$ cat src/rtl/my_alu_pkg.sv
// Shared width default and operation encodings for the my_alu datapath.
package my_alu_pkg;

  localparam int unsigned WIDTH = 8;

  localparam logic [1:0] OP_ADD = 2'd0;
  localparam logic [1:0] OP_SUB = 2'd1;
  localparam logic [1:0] OP_MUL = 2'd2;
  localparam logic [1:0] OP_SHL = 2'd3;

endpackage : my_alu_pkg

$ cat src/rtl/my_alu_mult.sv
// Combinational signed WIDTHxWIDTH Baugh-Wooley shift-add multiplier, full 2*WIDTH product.
module my_alu_mult #(
  parameter int unsigned WIDTH = my_alu_pkg::WIDTH
) (
  input  logic [WIDTH-1:0]   a,
  input  logic [WIDTH-1:0]   b,
  output logic [2*WIDTH-1:0] product_c
);

  localparam int unsigned PW = 2 * WIDTH;

  logic [PW-1:0] acc;
  logic [PW-1:0] row;
  logic          pp;

  // Sum shifted partial-product rows; sign-weighted terms are inverted and the
  // correction constants 2^WIDTH and 2^(2*WIDTH-1) are preloaded into the sum.
  always_comb begin
    acc = (PW'(1) << WIDTH) | (PW'(1) << (PW - 1));
    row = '0;
    pp  = 1'b0;
    for (int i = 0; i < int'(WIDTH); i++) begin
      row = '0;
      for (int j = 0; j < int'(WIDTH); j++) begin
        pp = a[j] & b[i];
        if ((i == int'(WIDTH) - 1) != (j == int'(WIDTH) - 1)) begin
          pp = ~pp;
        end
        row[i+j] = pp;
      end
      acc = acc + row;
    end
    product_c = acc;
  end

endmodule : my_alu_mult

$ cat src/rtl/my_alu.sv
// Signed ALU: ADD/SUB/MUL/SHL selected by sel, result registered with one-cycle latency.
module my_alu
  import my_alu_pkg::*;
#(
  parameter int unsigned WIDTH = my_alu_pkg::WIDTH
) (
  output logic [WIDTH-1:0] S,
  input  logic [WIDTH-1:0] A,
  input  logic [WIDTH-1:0] B,
  input  logic [1:0]       sel,
  input  logic             clk,
  input  logic             rst_n
);

  localparam int unsigned SHW = $clog2(WIDTH);

  logic             sub_c;
  logic [WIDTH-1:0] b_op_c;
  logic [WIDTH-1:0] sum_c;
  logic [WIDTH-1:0] shl_c;
  logic [WIDTH-1:0] prod_lo_c;
  logic [WIDTH-1:0] prod_hi_unused;
  logic [WIDTH-1:0] result_c;

  // Only the low half of the product is kept; high half is truncated away.
  my_alu_mult #(
    .WIDTH (WIDTH)
  ) u_mult (
    .a         (A),
    .b         (B),
    .product_c ({prod_hi_unused, prod_lo_c})
  );

  // Shared adder: subtraction is A + ~B + 1.
  always_comb begin
    sub_c  = (sel == OP_SUB);
    b_op_c = sub_c ? ~B : B;
    sum_c  = A + b_op_c + WIDTH'(sub_c);
  end

  // Log-stage barrel shifter; any count of WIDTH or more clears the result.
  always_comb begin
    shl_c = A;
    for (int k = 0; k < int'(SHW); k++) begin
      if (B[k]) begin
        shl_c = shl_c << (1 << k);
      end
    end
    if (|B[WIDTH-1:SHW]) begin
      shl_c = '0;
    end
  end

  // Result select.
  always_comb begin
    result_c = sum_c;
    unique case (sel)
      OP_ADD:  result_c = sum_c;
      OP_SUB:  result_c = sum_c;
      OP_MUL:  result_c = prod_lo_c;
      OP_SHL:  result_c = shl_c;
      default: result_c = sum_c;
    endcase
  end

  // Result register with asynchronous clear.
  always_ff @(posedge clk or negedge rst_n) begin
    if (!rst_n) begin
      S <= '0;
    end else begin
      S <= result_c;
    end
  end

endmodule : my_alu

$ cat config.mk
export PLATFORM = sky130hd
export DESIGN_NAME = my_alu
export DESIGN_NICKNAME = d
export VERILOG_FILES = /design/src/rtl/my_alu_pkg.sv /design/src/rtl/my_alu_mult.sv /design/src/rtl/my_alu.sv
export SDC_FILE = /design/constraint.sdc
export NUM_CORES = 1
export LEC_CHECK = 0
export BUFFER_PORTS_ARGS = -buffer_cell sky130_fd_sc_hd__buf_2
export CAP_MARGIN = 5
export CORE_ASPECT_RATIO = 0.75
export CORE_UTILIZATION = 35
export CTS_BUF_LIST = sky130_fd_sc_hd__clkbuf_8
export CTS_CLUSTER_DIAMETER = 100
export DETAILED_ROUTE_END_ITERATION = 12
export GPL_TIMING_DRIVEN = 0
export HOLD_SLACK_MARGIN = 0.06
export SKIP_CTS_REPAIR_TIMING = 1
export SYNTH_ARGS = -nofsm -noshare
export SYNTH_HDL_FRONTEND = slang
export SYNTH_SLANG_ARGS = --single-unit
$ cat constraint.sdc
create_clock -name clk -period 1.12 [get_ports clk]
set_clock_uncertainty 0.05 [all_clocks]
set_input_delay 0.056 -clock clk [delete_from_list [all_inputs] [get_ports clk]]
set_output_delay 0.056 -clock clk [all_outputs]
set_load 0.1 [all_outputs]
==> results_dict.tcl <==
set metrics [dict create \
    tritoncts "done" \
    pre_cts_ws_ns -2.86 \
    synth_nets 251 \
    criticalPathCategory "in2reg" \
    cap_viol_max_count 0 \
    switchingPower_uw 1460 \
    routed.top_layer "met3" \
    vias 1527 \
    post-route-worst-setup-slack_ns -2.48 \
    routedWlPerCell_um 15.0 \
    status "finished with violations" \
    swShare 0.510 \
    required_ns 1.15 \
    p_int_uw 1400 \
    synthCells 198 \
    slew_violations 0 \
    grt_max_degree 12 \
    drt-met1-wl_mm 2.33 \
    cp.arrival_ns 3.63 \
    synth.largest_area_cell "fa_1" \
    ff_latch_area_um2 200 \
    reg_top3 "S x8" \
    ys_seq_area_frac 0.120 \
    cp-endpoint "S[7]$_DFF_PN0_" \
    rsz0062_at_grt "true" \
    core_um2 4520 \
    hpwl_mm 3.40 \
    ios 28 \
    violations "setup timing" \
    antenna_found_initial 0 \
    slew_headroom 0.623 \
    synth_ff_type "dfrtp_1" \
    cp_max_fo 5 \
    dr_wl_met2_mm 1.99 \
    fillers 435 \
    rows 21 \
    clk_pin_slew_ns 0.04 \
    wl_met3_um 177 \
    gp_congestion 0.932 \
    hold_class "in2async" \
    grt_pass1_vias 1321 \
    dieHeight_um 61.9 \
    finalCritPeriodShare 3.22 \
    drcViolationCount 0 \
    endpoint_kind "flop" \
    track_usage 0.178 \
    p_leak_uw 0.00110 \
    grt_pass1_wl_mm 6.66 \
    vias_per_cell 5.09 \
    fmax_mhz 277 \
    synth_area_um2 1670 \
    synth_area_per_cell_um2 8.45 \
    synth_seq_cells 8 \
    overflow 0 \
    fin_crit_ns 3.60 \
    yosysTopAreaCellShare 0.180 \
    dr.pass1.iters 5 \
    die_w_um 81.8 \
    fin_nets 298 \
    clock_path_buffers 2 \
    first_iter_violations 121 \
    power_frac_seq 0.132 \
    pwr-share-comb 0.748 \
    cts_buffers 3 \
    largest_register "S" \
    cp-start-kind "primary input" \
    cp-startpoint "B[0]" \
    clock_sinks 8 \
    largest_reg_flops 8 \
    yosysWarnings 0 \
    wl_mm 4.49 \
    powerDensity_nw_per_um2 1210 \
    synth_edf_count 0 \
    ys_types 34 \
    setup_viol 8 \
    pwr-share-clk 0.120 \
    power.total_uw 2870 \
    hold_viol_final 0 \
    dieArea_um2 5060 \
    synth.area.top_cells "fa_1, ha_1, dfrtp_1" \
    cts.htree.levels 1 \
    ant_nets 0 \
    antennaDiodeCount 0 \
    start_util 0.370 \
    cts_root_buf "clkbuf_8" \
    syn2layout_area_growth_pct 42.0 \
    tightest_slew_ns 0.562 \
    async_flop_share 1.00 \
    vdd.ir_drop.worst_uv 1020 \
    io_buffer_count 26 \
    multi_input_area_um2 1540 \
    drive_above_1_share 0.374 \
]
## power by group through the flow
stage	clock [µW]	sequential, µW	combinational (µW)
after floorplan	0	928	938
after global placement	0	380	1880
after detailed placement	0	383	1880
after CTS	344	380	1900
after global routing	357	389	2320
final	344	379	2140
## critical path: stages
cell and delay, ns:
buf_12 0.11, buf_8 0.12, and2_4 0.14, fa_1 0.49, fa_1 0.52, inv_2 0.04
fa_1 0.51, inv_2 0.05, ha_4 0.26, ha_4 0.13, inv_4 0.03, fa_2 0.36
xor2_2 0.16, xnor2_1 0.18, xnor2_1 0.16, xnor2_1 0.15, o221ai_1 0.16
## worst min path at each step
stage | from | endpoint | slack, ns | depth (start not counted)
6_report | rst_n | S[3]$_DFF_PN0_ | 0.14 | 2
5_1_grt | rst_n | S[3]$_DFF_PN0_ | 0.18 | 2
4_1_cts | rst_n | S[3]$_DFF_PN0_ | -0.39 | 1
3_5_place_dp | rst_n | S[1]$_DFF_PN0_ | -0.15 | 1
3_3_place_gp | rst_n | S[1]$_DFF_PN0_ | -0.15 | 1
2_1_floorplan | rst_n | S[0]$_DFF_PN0_ | -0.29 | 0
## cells by family (layout without fill, tap and decap cells)
logic type | count (synthesis) | after routing | synth area share
adder cells (fa/ha/maj) | 33 | 33 | 0.314
AND/OR/NAND/NOR | 63 | 63 | 0.180
XOR/XNOR | 27 | 27 | 0.141
flip-flops | 8 | 8 | 0.120
AO/OA/AOI/OAI | 29 | 29 | 0.124
buffers and inverters | 31 | 76 | 0.0696
multiplexers | 7 | 7 | 0.0509
## synthesized netlist by cell type (2+ instances only)
| library cell | count |
|---|---|
| nand2b_1 | 3 |
| xnor2_1 | 21 |
| mux2_2 | 2 |
| xor2_1 | 6 |
| ha_1 | 18 |
| and2_1 | 12 |
| fa_1 | 15 |
| o21ai_1 | 4 |
| a21oi_1 | 5 |
| clkbuf_1 | 6 |
| a22oi_1 | 2 |
| a221o_1 | 4 |
| inv_1 | 24 |
| o21ai_0 | 3 |
| nor2b_1 | 3 |
| a21o_1 | 5 |
| nor2_1 | 9 |
| nand2_1 | 29 |
| mux2i_1 | 4 |
| nor3_1 | 2 |
| dfrtp_1 | 8 |
## metrics by stage
step | setup TNS [ns] | hold slack [ns] | utilization | cell area, µm² | instances
3_3_place_gp | -11.84 | -0.147 | 0.441 | 1990 | 281
3_5_place_dp | -12.03 | -0.147 | 0.441 | 1990 | 281
2_1_floorplan | -9.37 | -0.290 | - | 1790 | 198
4_1_cts | -10.12 | -0.386 | 0.450 | 2040 | 284
5_1_grt | -10.12 | 0.179 | 0.525 | 2370 | 300
6_report | -9.51 | 0.143 | 0.525 | 2370 | 300
## per-layer routing
layer | vias up | GRT usage
met2 | 32 | 0.253
met1 | 753 | 0.293
li1 | 742 | -
met5 | - | 0
met3 | 0 | 0.0219
met4 | 0 | 0.00752
## area by class of cell
class,instances,area share
clock buffer,3,0.0174
timing repair buffer,42,0.141
buffer,7,0.0411
tap,57,0.0300
multi-input combinational,159,0.647
sequential,8,0.0843
inverter,24,0.0390
## layout by cell type, fill, tap and decap left out, types with 9 or more instances in the layout
master,netlist,routed
buf_4,0,13
fa_1,15,12
inv_2,0,10
buf_2,0,19
inv_1,24,13
nor2_1,9,9
ha_1,18,12
nand2_1,29,25
xnor2_1,21,19
(Power assumes the default switching activity.)
